File: config.mk
export PLATFORM = sky130hd
export DESIGN_NAME = midi_stream_arbiter_flat
export DESIGN_NICKNAME = d
export VERILOG_FILES = /design/src/rtl/midi_stream_arbiter_if.sv /design/src/rtl/midi_stream_arbiter.sv /design/src/flat_wrapper.sv
export SDC_FILE = /design/constraint.sdc
export NUM_CORES = 1
export LEC_CHECK = 0
export CAP_MARGIN = 25
export CELL_PAD_IN_SITES_DETAIL_PLACEMENT = 1
export CELL_PAD_IN_SITES_GLOBAL_PLACEMENT = 2
export CORE_ASPECT_RATIO = 1.2
export CORE_MARGIN = 10
export CORE_UTILIZATION = 45
export CTS_CLUSTER_SIZE = 14
export DETAILED_ROUTE_END_ITERATION = 16
export GPL_TIMING_DRIVEN = 0
export PLACE_DENSITY = 0.86
export SYNTH_ARGS = -nofsm -noshare
export SYNTH_HDL_FRONTEND = slang
export SYNTH_SLANG_ARGS = --single-unit
File: constraint.sdc
create_clock -name data_clk -period 3.5 [get_ports data_clk]
set_input_delay 0.7 -clock data_clk [delete_from_list [all_inputs] [get_ports data_clk]]
set_output_delay 0.7 -clock data_clk [all_outputs]
set_load 0.01 [all_outputs]
File: src/rtl/midi_stream_arbiter_if.sv
// Bundles the two raw MIDI input streams and the parsed output stream of midi_stream_arbiter.
// slave = arbiter side, master = the side that feeds bytes in and consumes the parsed stream.
interface midi_stream_arbiter_if;
  logic       byteready_u;
  logic [7:0] byte_u;
  logic       byteready_c;
  logic [7:0] byte_c;
  logic       byteready;
  logic [7:0] cur_status;
  logic [7:0] midibyte_nr;
  logic [7:0] midi_in_data;
  logic       src_sel;
  logic       busy;
  logic       overflow_u;
  logic       overflow_c;

  modport slave (
    input  byteready_u, byte_u, byteready_c, byte_c,
    output byteready, cur_status, midibyte_nr, midi_in_data,
    output src_sel, busy, overflow_u, overflow_c
  );

  modport master (
    output byteready_u, byte_u, byteready_c, byte_c,
    input  byteready, cur_status, midibyte_nr, midi_in_data,
    input  src_sel, busy, overflow_u, overflow_c
  );
endinterface

File: src/rtl/midi_stream_arbiter.sv
// Merges the UART and CPU MIDI byte streams into one parsed stream, switching source only
// between whole messages; each source has its own FIFO and running-status tracking.
module midi_stream_arbiter #(
  parameter int DEPTH = 16,
  parameter int AW    = 4,
  parameter int STALL = 1024
) (
  input  logic                  data_clk,
  input  logic                  reset_reg_N,
  midi_stream_arbiter_if.slave  bus
);

  localparam int SW = $clog2(STALL) + 1;
  localparam logic [AW:0]   FULL_CNT   = (AW+1)'(DEPTH);
  localparam logic [SW-1:0] STALL_LAST = SW'(STALL - 1);

  typedef enum logic [1:0] {IDLE, FETCH, EMIT} state_t;

  // System real-time and undefined system bytes never enter the FIFOs.
  function automatic logic keep_byte(input logic [7:0] b);
    return !(b[7:4] == 4'hF && b != 8'hF0 && b != 8'hF7);
  endfunction

  // Data bytes per message; 0 means open-ended (SysEx, terminated by F7).
  function automatic logic [7:0] req_len(input logic [7:0] s);
    case (s[7:4])
      4'hC, 4'hD: return 8'd1;
      4'hF:       return 8'd0;
      default:    return 8'd2;
    endcase
  endfunction

  state_t          state_reg;
  logic            src_sel_reg;
  logic            last_grant_reg;
  logic            byteready_reg;
  logic [7:0]      cur_status_reg;
  logic [7:0]      midibyte_nr_reg;
  logic [7:0]      midi_in_data_reg;
  logic            msg_done_reg;
  logic [SW-1:0]   stall_reg;
  logic [7:0]      rs_reg  [2];
  logic [7:0]      cnt_reg [2];
  logic [1:0]      done_reg;

  logic [1:0]      in_vld;
  logic [7:0]      in_byte   [2];
  logic [1:0]      pop;
  logic [1:0]      empty;
  logic [1:0]      ovf;
  logic [7:0]      head_byte [2];

  assign in_vld[0]  = bus.byteready_u && keep_byte(bus.byte_u);
  assign in_vld[1]  = bus.byteready_c && keep_byte(bus.byte_c);
  assign in_byte[0] = bus.byte_u;
  assign in_byte[1] = bus.byte_c;

  genvar gi;
  generate
    for (gi = 0; gi < 2; gi++) begin : g_fifo
      logic [7:0]    mem_reg [DEPTH];
      logic [AW-1:0] wr_ptr_reg;
      logic [AW-1:0] rd_ptr_reg;
      logic [AW:0]   count_reg;
      logic          ovf_reg;
      logic          full;
      logic          wr_en;

      assign full         = (count_reg == FULL_CNT);
      // A full FIFO still takes a byte when the head leaves in the same cycle.
      assign wr_en        = in_vld[gi] && (!full || pop[gi]);
      assign empty[gi]    = (count_reg == '0);
      assign head_byte[gi] = mem_reg[rd_ptr_reg];
      assign ovf[gi]      = ovf_reg;
      assign pop[gi]      = (state_reg == FETCH) && (src_sel_reg == 1'(gi)) && !empty[gi];

      always_ff @(posedge data_clk) begin
        if (wr_en)
          mem_reg[wr_ptr_reg] <= in_byte[gi];
      end

      always_ff @(posedge data_clk or negedge reset_reg_N) begin
        if (!reset_reg_N) begin
          wr_ptr_reg <= '0;
          rd_ptr_reg <= '0;
          count_reg  <= '0;
          ovf_reg    <= 1'b0;
        end else begin
          if (wr_en)
            wr_ptr_reg <= wr_ptr_reg + AW'(1);
          if (pop[gi])
            rd_ptr_reg <= rd_ptr_reg + AW'(1);
          count_reg <= count_reg + (AW+1)'(wr_en) - (AW+1)'(pop[gi]);
          if (in_vld[gi] && !wr_en)
            ovf_reg <= 1'b1;
        end
      end
    end
  endgenerate

  logic       grant_pick;
  logic       g_empty;
  logic [7:0] head;
  logic [7:0] rs_g;
  logic [7:0] cnt_g;
  logic [7:0] nr_next;
  logic [7:0] req;
  logic       data_complete;

  always_comb begin
    grant_pick = empty[0] ? 1'b1 : (empty[1] ? 1'b0 : ~last_grant_reg);
    g_empty    = empty[src_sel_reg];
    head       = head_byte[src_sel_reg];
    rs_g       = rs_reg[src_sel_reg];
    cnt_g      = cnt_reg[src_sel_reg];
    req        = req_len(rs_g);
    // Running status: after a completed message the next data byte restarts at index 1.
    if (done_reg[src_sel_reg])
      nr_next = 8'd1;
    else if (cnt_g == 8'hFF)
      nr_next = 8'hFF;
    else
      nr_next = cnt_g + 8'd1;
    data_complete = (req != 8'd0) && (nr_next == req);
  end

  always_ff @(posedge data_clk or negedge reset_reg_N) begin
    if (!reset_reg_N) begin
      state_reg        <= IDLE;
      src_sel_reg      <= 1'b0;
      last_grant_reg   <= 1'b1;
      byteready_reg    <= 1'b0;
      cur_status_reg   <= '0;
      midibyte_nr_reg  <= '0;
      midi_in_data_reg <= '0;
      msg_done_reg     <= 1'b0;
      stall_reg        <= '0;
      rs_reg[0]        <= '0;
      rs_reg[1]        <= '0;
      cnt_reg[0]       <= '0;
      cnt_reg[1]       <= '0;
      done_reg         <= '0;
    end else begin
      case (state_reg)
        IDLE: begin
          byteready_reg <= 1'b0;
          if (!empty[0] || !empty[1]) begin
            src_sel_reg    <= grant_pick;
            last_grant_reg <= grant_pick;
            stall_reg      <= '0;
            state_reg      <= FETCH;
          end
        end

        FETCH: begin
          if (!g_empty) begin
            stall_reg <= '0;
            if (head == 8'hF7) begin
              if (rs_g == 8'hF0) begin
                cur_status_reg         <= 8'hF0;
                midibyte_nr_reg        <= nr_next;
                midi_in_data_reg       <= 8'hF7;
                rs_reg[src_sel_reg]    <= 8'h00;
                cnt_reg[src_sel_reg]   <= nr_next;
                done_reg[src_sel_reg]  <= 1'b1;
                msg_done_reg           <= 1'b1;
                byteready_reg          <= 1'b1;
                state_reg              <= EMIT;
              end else begin
                state_reg <= IDLE;
              end
            end else if (head[7]) begin
              // A status byte always opens a new message, even mid-message.
              rs_reg[src_sel_reg]   <= head;
              cnt_reg[src_sel_reg]  <= 8'd0;
              done_reg[src_sel_reg] <= 1'b0;
              cur_status_reg        <= head;
              midibyte_nr_reg       <= 8'd0;
              midi_in_data_reg      <= head;
              msg_done_reg          <= 1'b0;
              byteready_reg         <= 1'b1;
              state_reg             <= EMIT;
            end else if (rs_g == 8'h00) begin
              state_reg <= IDLE;
            end else begin
              cur_status_reg        <= rs_g;
              midibyte_nr_reg       <= nr_next;
              midi_in_data_reg      <= head;
              cnt_reg[src_sel_reg]  <= nr_next;
              done_reg[src_sel_reg] <= data_complete;
              msg_done_reg          <= data_complete;
              byteready_reg         <= 1'b1;
              state_reg             <= EMIT;
            end
          end else if (stall_reg == STALL_LAST) begin
            stall_reg <= '0;
            state_reg <= IDLE;
          end else begin
            stall_reg <= stall_reg + SW'(1);
          end
        end

        EMIT: begin
          byteready_reg <= 1'b0;
          state_reg     <= msg_done_reg ? IDLE : FETCH;
        end

        default: state_reg <= IDLE;
      endcase
    end
  end

  assign bus.byteready    = byteready_reg;
  assign bus.cur_status   = cur_status_reg;
  assign bus.midibyte_nr  = midibyte_nr_reg;
  assign bus.midi_in_data = midi_in_data_reg;
  assign bus.src_sel      = src_sel_reg;
  assign bus.busy         = (state_reg != IDLE);
  assign bus.overflow_u   = ovf[0];
  assign bus.overflow_c   = ovf[1];

endmodule
File: src/flat_wrapper.sv
// flat-port wrapper written by rule: the top's interface ports become plain ports
module midi_stream_arbiter_flat 
#(
  parameter int DEPTH = 16,
  parameter int AW    = 4,
  parameter int STALL = 1024
)
  (data_clk, reset_reg_N, bus_byteready_u, bus_byte_u, bus_byteready_c, bus_byte_c, bus_byteready, bus_cur_status, bus_midibyte_nr, bus_midi_in_data, bus_src_sel, bus_busy, bus_overflow_u, bus_overflow_c);
  midi_stream_arbiter_if bus_i ();
  input  logic data_clk;
  input  logic reset_reg_N;
  input wire logic [$bits(bus_i.byteready_u)-1:0] bus_byteready_u;
  input wire logic [$bits(bus_i.byte_u)-1:0] bus_byte_u;
  input wire logic [$bits(bus_i.byteready_c)-1:0] bus_byteready_c;
  input wire logic [$bits(bus_i.byte_c)-1:0] bus_byte_c;
  output wire logic [$bits(bus_i.byteready)-1:0] bus_byteready;
  output wire logic [$bits(bus_i.cur_status)-1:0] bus_cur_status;
  output wire logic [$bits(bus_i.midibyte_nr)-1:0] bus_midibyte_nr;
  output wire logic [$bits(bus_i.midi_in_data)-1:0] bus_midi_in_data;
  output wire logic [$bits(bus_i.src_sel)-1:0] bus_src_sel;
  output wire logic [$bits(bus_i.busy)-1:0] bus_busy;
  output wire logic [$bits(bus_i.overflow_u)-1:0] bus_overflow_u;
  output wire logic [$bits(bus_i.overflow_c)-1:0] bus_overflow_c;
  assign bus_i.byteready_u = bus_byteready_u;
  assign bus_i.byte_u = bus_byte_u;
  assign bus_i.byteready_c = bus_byteready_c;
  assign bus_i.byte_c = bus_byte_c;
  assign bus_byteready = bus_i.byteready;
  assign bus_cur_status = bus_i.cur_status;
  assign bus_midibyte_nr = bus_i.midibyte_nr;
  assign bus_midi_in_data = bus_i.midi_in_data;
  assign bus_src_sel = bus_i.src_sel;
  assign bus_busy = bus_i.busy;
  assign bus_overflow_u = bus_i.overflow_u;
  assign bus_overflow_c = bus_i.overflow_c;
  midi_stream_arbiter #(.DEPTH(DEPTH), .AW(AW), .STALL(STALL)) u_core (.data_clk(data_clk), .reset_reg_N(reset_reg_N), .bus(bus_i));
endmodule
==> impl_results.md, run 1 <==
* Status: complete, no violations
* Crit path arrival time at 3.85 ns
* Syn Inst Count at 1042
* Port buffer count at 48
* Placement Cell Area at 16900 um^2
* Unique cell type count in the Yosys netlist at 71
* Max-cap violation count at 0
* H-tree Lvls at 2
* Pleak at 6.73 nW
* R2R setup slack at 0.07 ns
* Busiest grt layer: met2
* Worst reg2reg path startpoint: u_core.g_fifo[1].rd_ptr_reg[3]
* Clk buf depth at 3
* Required @ worst endpoint at 3.92 ns
* Average wire per standard cell at 24.4 um
* Vias in the first global route at 10100
* Antenna diode count at 0
* Nets at 1201
* Crit share post-route at 97.9%
* Post-synthesis xor/xnor area fraction at 1.23%
* Final WL at 39.9 mm
* I/O pins at 49
* GRT Util Overall at 18.6%
* Multiplexer area fraction after synthesis at 14.5%
* Final instance area at 18600 um^2
* Slew margin rel. at 49.1%
* Iter 0 DRT Violations at 808
* PD cells at 892 nW/um^2
* Critical Path Fanout Max at 10
* Worst-path clk slew at 0.06 ns
* Final setup fails at 0
* Internal power at 0.0105 W
* Yosys warnings at 0
* EDFF count, synth at 256
* Synth-to-layout area growth at 18.0%
* Number of placement rows at 74
* Final Slew Violations at 0
* Clock share of power at 23.0%
* R2r worst-path depth at 11
* CP Capture Type: register
* Clock period minus final worst setup slack at 3.43 ns
* Sink Count at 359
* DRC at 0
* Hold Violations, Final at 0
* Number of nets with antenna violations after routing at 0
* Worst min-delay path category: input pin to async pin
* Largest family of logic cells by synthesized area: multiplexers
* Detailed Place HPWL at 27.1 mm
* FFs w/ async S/R, synth at 28.7%
* Largest register FFs at 256
* Wire length of the first global-routing pass at 61.6 mm
* Worst hold slack at 0.218 ns
* Sequential area share after synthesis at 65.3%
* TritonCTS buffer count at 37
* Post-Synth Simple-Gate Area at 6.89%
* Final worst clock skew at 0.0167 ns
* Antenna violations before repair at 0
* Startpoint Class: register
* Psw at 0.00604 W
* Critical path class: register to register
* Sw Share at 36.5%
* #FFs+latches synth at 359
* Met1 GRT Util at 23.5%
* Syn_area_per_cell at 15.1 um^2
* Met2 Use GR at 32.3%
* Clk Latency, worst-skew pair at 0.53 ns
* Placed Cells at 1556
* Least-Margin Pin Slew at 0.763 ns
* Seq pwr share at 34.6%
* Peak supply drop at 0.357 mV
* Die Ht at 225 um
* GRT overflow at 0
* Synth Area in Compound Gates at 6.30%
* CTS tree: built
* Root Buffer: clkbuf_16
* Initial Util at 45.9%
* Synth Net Count at 1088
* M3 GR Usage at 3.08%
* Largest net degree at the start of global routing at 56
* Core area at 34300 um^2
* Hold Buf Count CTS at 0
* Combinational Power Share at 42.5%
* R2r endpoint: u_core.done_reg[1]
* Total number of vias at 9422
* Placer congestion estimate at 0.831
* Share of cells above drive strength 1 at 22.9%
* Via density per instance at 5.75
* Netlist Area Pre-Place at 15700 um^2
* DRT Pass-1 Iters at 5
* Fin util at 54.2%
* Width of the chip at 191 um
* Finished Layout Cells at 1639
* Post-synthesis adder-cell area fraction at 2.16%
* Fmax at 292 MHz
* Top_reg_cell synth: edfxtp_1
* Die area at 42900 um^2
## cell type report
class	count	area, um^2
timing repair buffer	76	763
sequential	359	10300
fill	3253	15700
clock buffer	46	960
tap	456	571
clock inverter	21	188
inverter	81	307
buffer	48	305
multi-input combinational	552	5190
## per-layer routing
layer	part of all wire (%)	wire [um]
met1	41	16300
met2	52	20700
met3	5.3	2120
met4	2.1	824
met5	0	0
## synthesized netlist by cell type (all sizes together) (5+ instances only)
library cell | count | area (um^2)
edfxtp | 256 | 7690
dfrtp | 102 | 2550
inv | 79 | 297
nand2 | 68 | 255
mux2i | 63 | 631
mux4 | 62 | 1400
nor2 | 53 | 199
o21ai | 36 | 195
buf | 35 | 219
ha | 24 | 300
mux2 | 21 | 248
xnor2 | 19 | 166
o32ai | 17 | 149
a21oi | 16 | 80.1
clkbuf | 15 | 56.3
nand2b | 15 | 93.8
nand3 | 15 | 75.1
nand4 | 14 | 93.8
o22ai | 13 | 81.3
a22oi | 12 | 90.1
nor3 | 12 | 71.3
nor2b | 10 | 62.6
or3 | 8 | 50.1
and3 | 7 | 43.8
o2bb2ai | 7 | 61.3
a31oi | 5 | 31.3
## timing repair
item,CTS,global route
pin swaps,6,3
setup endpoints to repair,311,102
setup buffers,13,5
gates resized for setup,64,37
## how the worst max path moves through the flow
| stage | start | endpoint | depth (start not counted) |
|---|---|---|---|
| 6_report | u_core.g_fifo[1].rd_ptr_reg[3] | u_core.done_reg[1] | 11 |
| 2_1_floorplan | u_core.g_fifo[1].count_reg[3] | u_core.g_fifo[1].count_reg[4] | 16 |
| 3_3_place_gp | reset_reg_N | u_core.g_fifo[0].wr_ptr_reg[1] | 1 |
| 3_5_place_dp | bus_byte_u[0] | u_core.g_fifo[0].mem_reg[11][1] | 8 |
| 4_1_cts | u_core.g_fifo[0].rd_ptr_reg[3] | u_core.bus.cur_status[2] | 10 |
| 5_1_grt | u_core.g_fifo[0].rd_ptr_reg[1] | u_core.bus.cur_status[2] | 10 |
## placed cells by master (no fill, tap or decap), types with 16 or more instances in the layout
cell             count
edfxtp_1           256
nor2_2              16
clkbuf_16           37
dfrtp_1            102
buf_2               16
buf_4               26
o21ai_0             33
ha_1                24
mux4_2              62
nand2_1             68
mux2_2              18
o32ai_1             17
clkdlybuf4s50_1     41
nor2_1              32
inv_1               79
mux2i_1             56
xnor2_1             19
## critical path: stages, from the launching register on
cell      delay [ns]
dfrtp_1         0.32
buf_2           0.22
buf_4           0.27
mux4_2          0.35
mux2i_1         0.27
mux2i_2         0.20
a221oi_2        0.58
nor4_4          0.16
buf_4           0.20
a311oi_4        0.26
buf_4           0.18
mux2_4          0.29
## power by group through the flow
stage	combinational [W]	sequential (W)	clock, W
2_1_floorplan	0.00437	0.00572	0
3_3_place_gp	0.00618	0.00574	0
3_5_place_dp	0.00642	0.00578	0
4_1_cts	0.00682	0.00571	0.00388
5_1_grt	0.00758	0.00580	0.00405
6_report	0.00703	0.00572	0.00380
## kinds of logic (layout without fill, tap and decap cells)
kind of cell | count (synthesis) | after routing
AO/OA/AOI/OAI | 139 | 139
buffers and inverters | 131 | 272
flip-flops | 359 | 359
adder cells (fa/ha/maj) | 26 | 26
XOR/XNOR | 22 | 22
AND/OR/NAND/NOR | 219 | 219
multiplexers | 146 | 146
## metrics by stage
step           setup TNS (ns)  power (W)  setup WS (ns)
3_3_place_gp          -501.92     0.0119          -2.54
5_1_grt               -0.0331     0.0174        -0.0249
3_5_place_dp          -260.19     0.0122          -1.10
6_report                    0     0.0165         0.0721
2_1_floorplan               0     0.0101          0.373
4_1_cts                     0     0.0164         0.0198
No activity file was read; power rests on OpenSTA's default activity.
==> run 2: changes to the inputs <==
--- a/config.mk
+++ b/config.mk
@@ -11,6 +11,7 @@
 export CORE_ASPECT_RATIO = 1.2
 export CORE_MARGIN = 10
 export CORE_UTILIZATION = 45
+export CTS_CLUSTER_DIAMETER = 80
 export CTS_CLUSTER_SIZE = 14
 export DETAILED_ROUTE_END_ITERATION = 16
 export GPL_TIMING_DRIVEN = 0
==> impl_results.md, run 2 (synthesized netlist as in run 1, its figures left out) <==
* Largest net degree at the start of global routing at 56 (unchanged)
* DRC at 0 (unchanged)
* Peak supply drop at 0.488 mV (+37%)
* Clk Latency, worst-skew pair at 0.57 ns (+0.04 ns)
* R2r worst-path depth at 10 (-1)
* PD cells at 865 nW/um^2 (-3.0%)
* Commonest non-fill, non-tap cell in the layout: edfxtp_1
* Finished Layout Cells at 1623 (-0.98%)
* Placed Cells at 1556 (unchanged)
* Synth-to-layout area growth at 16.0%
* Final WL at 40.1 mm (+0.51%)
* Internal power at 0.00988 W (-6.0%)
* Startpoint Class: register
* Status: complete, no violations
* Largest register FFs at 256 (unchanged)
* Nets at 1192 (-0.75%)
* Clock share of power at 19.2% (-3.8 points)
* Crit path arrival time at 3.84 ns (about the same)
* CTS tree: built
* Total number of vias at 9432 (+0.11%)
* Vias in the first global route at 10000 (-0.40%)
* Worst min-delay path category: input pin to async pin
* Multi-input gate area at 5210 um^2 (+0.27%)
* CP Capture Type: register
* Share of cells above drive strength 1 at 20.9% (-2.0 points)
* Die area at 42900 um^2 (unchanged)
* Least-Margin Pin Slew at 0.727 ns (-0.0358 ns)
* Critical path class: register to register
* Required @ worst endpoint at 3.94 ns (+0.02 ns)
* Final setup fails at 0 (unchanged)
* Max-cap violation count at 0 (unchanged)
* Worst reg2reg path startpoint: u_core.g_fifo[1].rd_ptr_reg[3]
* R2R setup slack at 0.1 ns (+0.02 ns)
* Fmax at 294 MHz (+0.73%)
* Initial Util at 45.9% (unchanged)
* Number of nets with antenna violations after routing at 0 (unchanged)
* Hold Violations, Final at 0 (unchanged)
* Slew margin rel. at 50.1% (+1.0 points)
* Width of the chip at 191 um (unchanged)
* GRT Util Overall at 18.8% (+0.13 points)
* Worst-path clk slew at 0.07 ns (about the same)
* Unrepaired setup endpoints after global routing: no
* Filler Cell Count at 3269 (+0.49%)
* Detailed Place HPWL at 27.1 mm (unchanged)
* Clk buf depth at 3 (unchanged)
* Most frequent cells in the layout: edfxtp_1 (256), dfrtp_1 (102), inv_1 (79), nand2_1 (68), mux4_2 (62)
* Seq pwr share at 36.2% (+1.6 points)
* Antenna violations before repair at 0 (unchanged)
* Sw Share at 37.4% (+0.91 points)
* Placement Setup Slack at -1.10 ns (unchanged)
* Antenna diode count at 0 (unchanged)
* Critical Path Fanout Max at 10 (unchanged)
* Crit path launch: u_core.g_fifo[1].rd_ptr_reg[3]
* I/O pins at 49 (unchanged)
* H-tree Lvls at 1 (-1)
* Combinational Power Share at 44.6% (+2.1 points)
* Iter 0 DRT Violations at 855 (+5.8%)
* Final Slew Violations at 0 (unchanged)
* Wire length of the first global-routing pass at 62.2 mm (+0.99%)
* Register area at 10300 um^2 (unchanged)
* Average wire per standard cell at 24.7 um (+1.5%)
* GRT overflow at 0 (unchanged)
* Final worst slack at 0.0970 ns (+0.0249 ns)
* Fin util at 53.3% (-0.91 points)
* Number of placement rows at 74 (unchanged)
* Final worst clock skew at 0.0253 ns (+0.00865 ns)
* Clock period minus final worst setup slack at 3.40 ns (-0.0249 ns)
* Root Buffer: clkbuf_16
* Psw at 0.00591 W (-2.3%)
* Pleak at 6.55 nW (-2.6%)
* TritonCTS buffer count at 29 (-22%)
* Placer congestion estimate at 0.831 (unchanged)
* Core area at 34300 um^2 (unchanged)
* Port buffer count at 48 (unchanged)
* Via density per instance at 5.81 (+1.1%)
* DRT Pass-1 Iters at 5 (unchanged)
* Sink Count at 359 (unchanged)
* Crit share post-route at 97.2% (-0.71 points)
* Die Ht at 225 um (unchanged)
[run 2: cell types whose count changed in the layout (fill, tap and decap cells not counted), sizes merged]
cell | previous run | this run
buf | 61 | 59
bufinv | 3 | 0
clkbuf | 64 | 68
clkinv | 16 | 2
clkinvlp | 2 | 0
dlygate4sd2 | 1 | 3
inv | 81 | 80
[run 2: metrics by stage]
stage          area [um^2]  total power [W]  hold WS [ns]  setup TNS [ns]
6_report             18200           0.0158         0.191               0
5_1_grt              18200           0.0166         0.227               0
4_1_cts              18100           0.0156         0.203               0
3_5_place_dp         16900           0.0122         0.470         -260.19
3_3_place_gp         16800           0.0119         0.458         -501.92
2_1_floorplan        15700           0.0101         0.404               0
[run 2: worst paths after layout]
kind	to
worst max-delay path	u_core.cnt_reg[1]
worst min-delay path	u_core.g_fifo[1].count_reg[4]
worst max register to register	u_core.cnt_reg[1]
worst min register to register	u_core.bus.overflow_c
max in group asynchronous	u_core.g_fifo[0].wr_ptr_reg[1]
min in group data_clk	u_core.bus.overflow_c
[run 2: what timing repair did]
action / in CTS / in global routing
setup endpoints to repair: 311 / 138
setup buffers: 15 / 2
hold endpoints to repair: 0 / 0
pin swaps: 8 / 3
hold buffers: 0 / 0
resized for setup: 63 / 36
[run 2: layer usage]
metal	wire, um	GRT usage (%)	vias to the layer above	part of all wire, %
met1	16200	23.6	4931	40
met3	2100	3.05	49	5.2
met4	702	3.71	0	1.7
li1	-	-	4141	-
met2	21100	33.4	311	53
met5	0	0	-	0
[run 2: power groups by stage]
stage | clock [W] | combinational (W) | sequential (W)
final | 0.00303 | 0.00704 | 0.00571
after global routing | 0.00326 | 0.00760 | 0.00579
after CTS | 0.00306 | 0.00682 | 0.00571
after detailed placement | 0 | 0.00642 | 0.00578
after global placement | 0 | 0.00618 | 0.00574
after floorplan | 0 | 0.00437 | 0.00572
[run 2: area by class of cell]
type / count / share of cell area (%)
clock buffer: 51 / 4.43
buffer: 48 / 1.71
clock inverter: 1 / 0.0343
multi-input combinational: 552 / 28.6
timing repair buffer: 75 / 4.18
sequential: 359 / 56.3
inverter: 81 / 1.68
tap: 456 / 3.13
[run 2: worst max-delay path: stages (launching register included)]
cell and delay, ns:
dfrtp_1 0.33, buf_2 0.22, buf_4 0.27, mux4_2 0.24
mux2i_1 0.10, mux2i_1 0.60, a221oi_4 0.20, nor4_4 0.47
a31oi_1 0.23, buf_2 0.25, o32ai_1 0.37
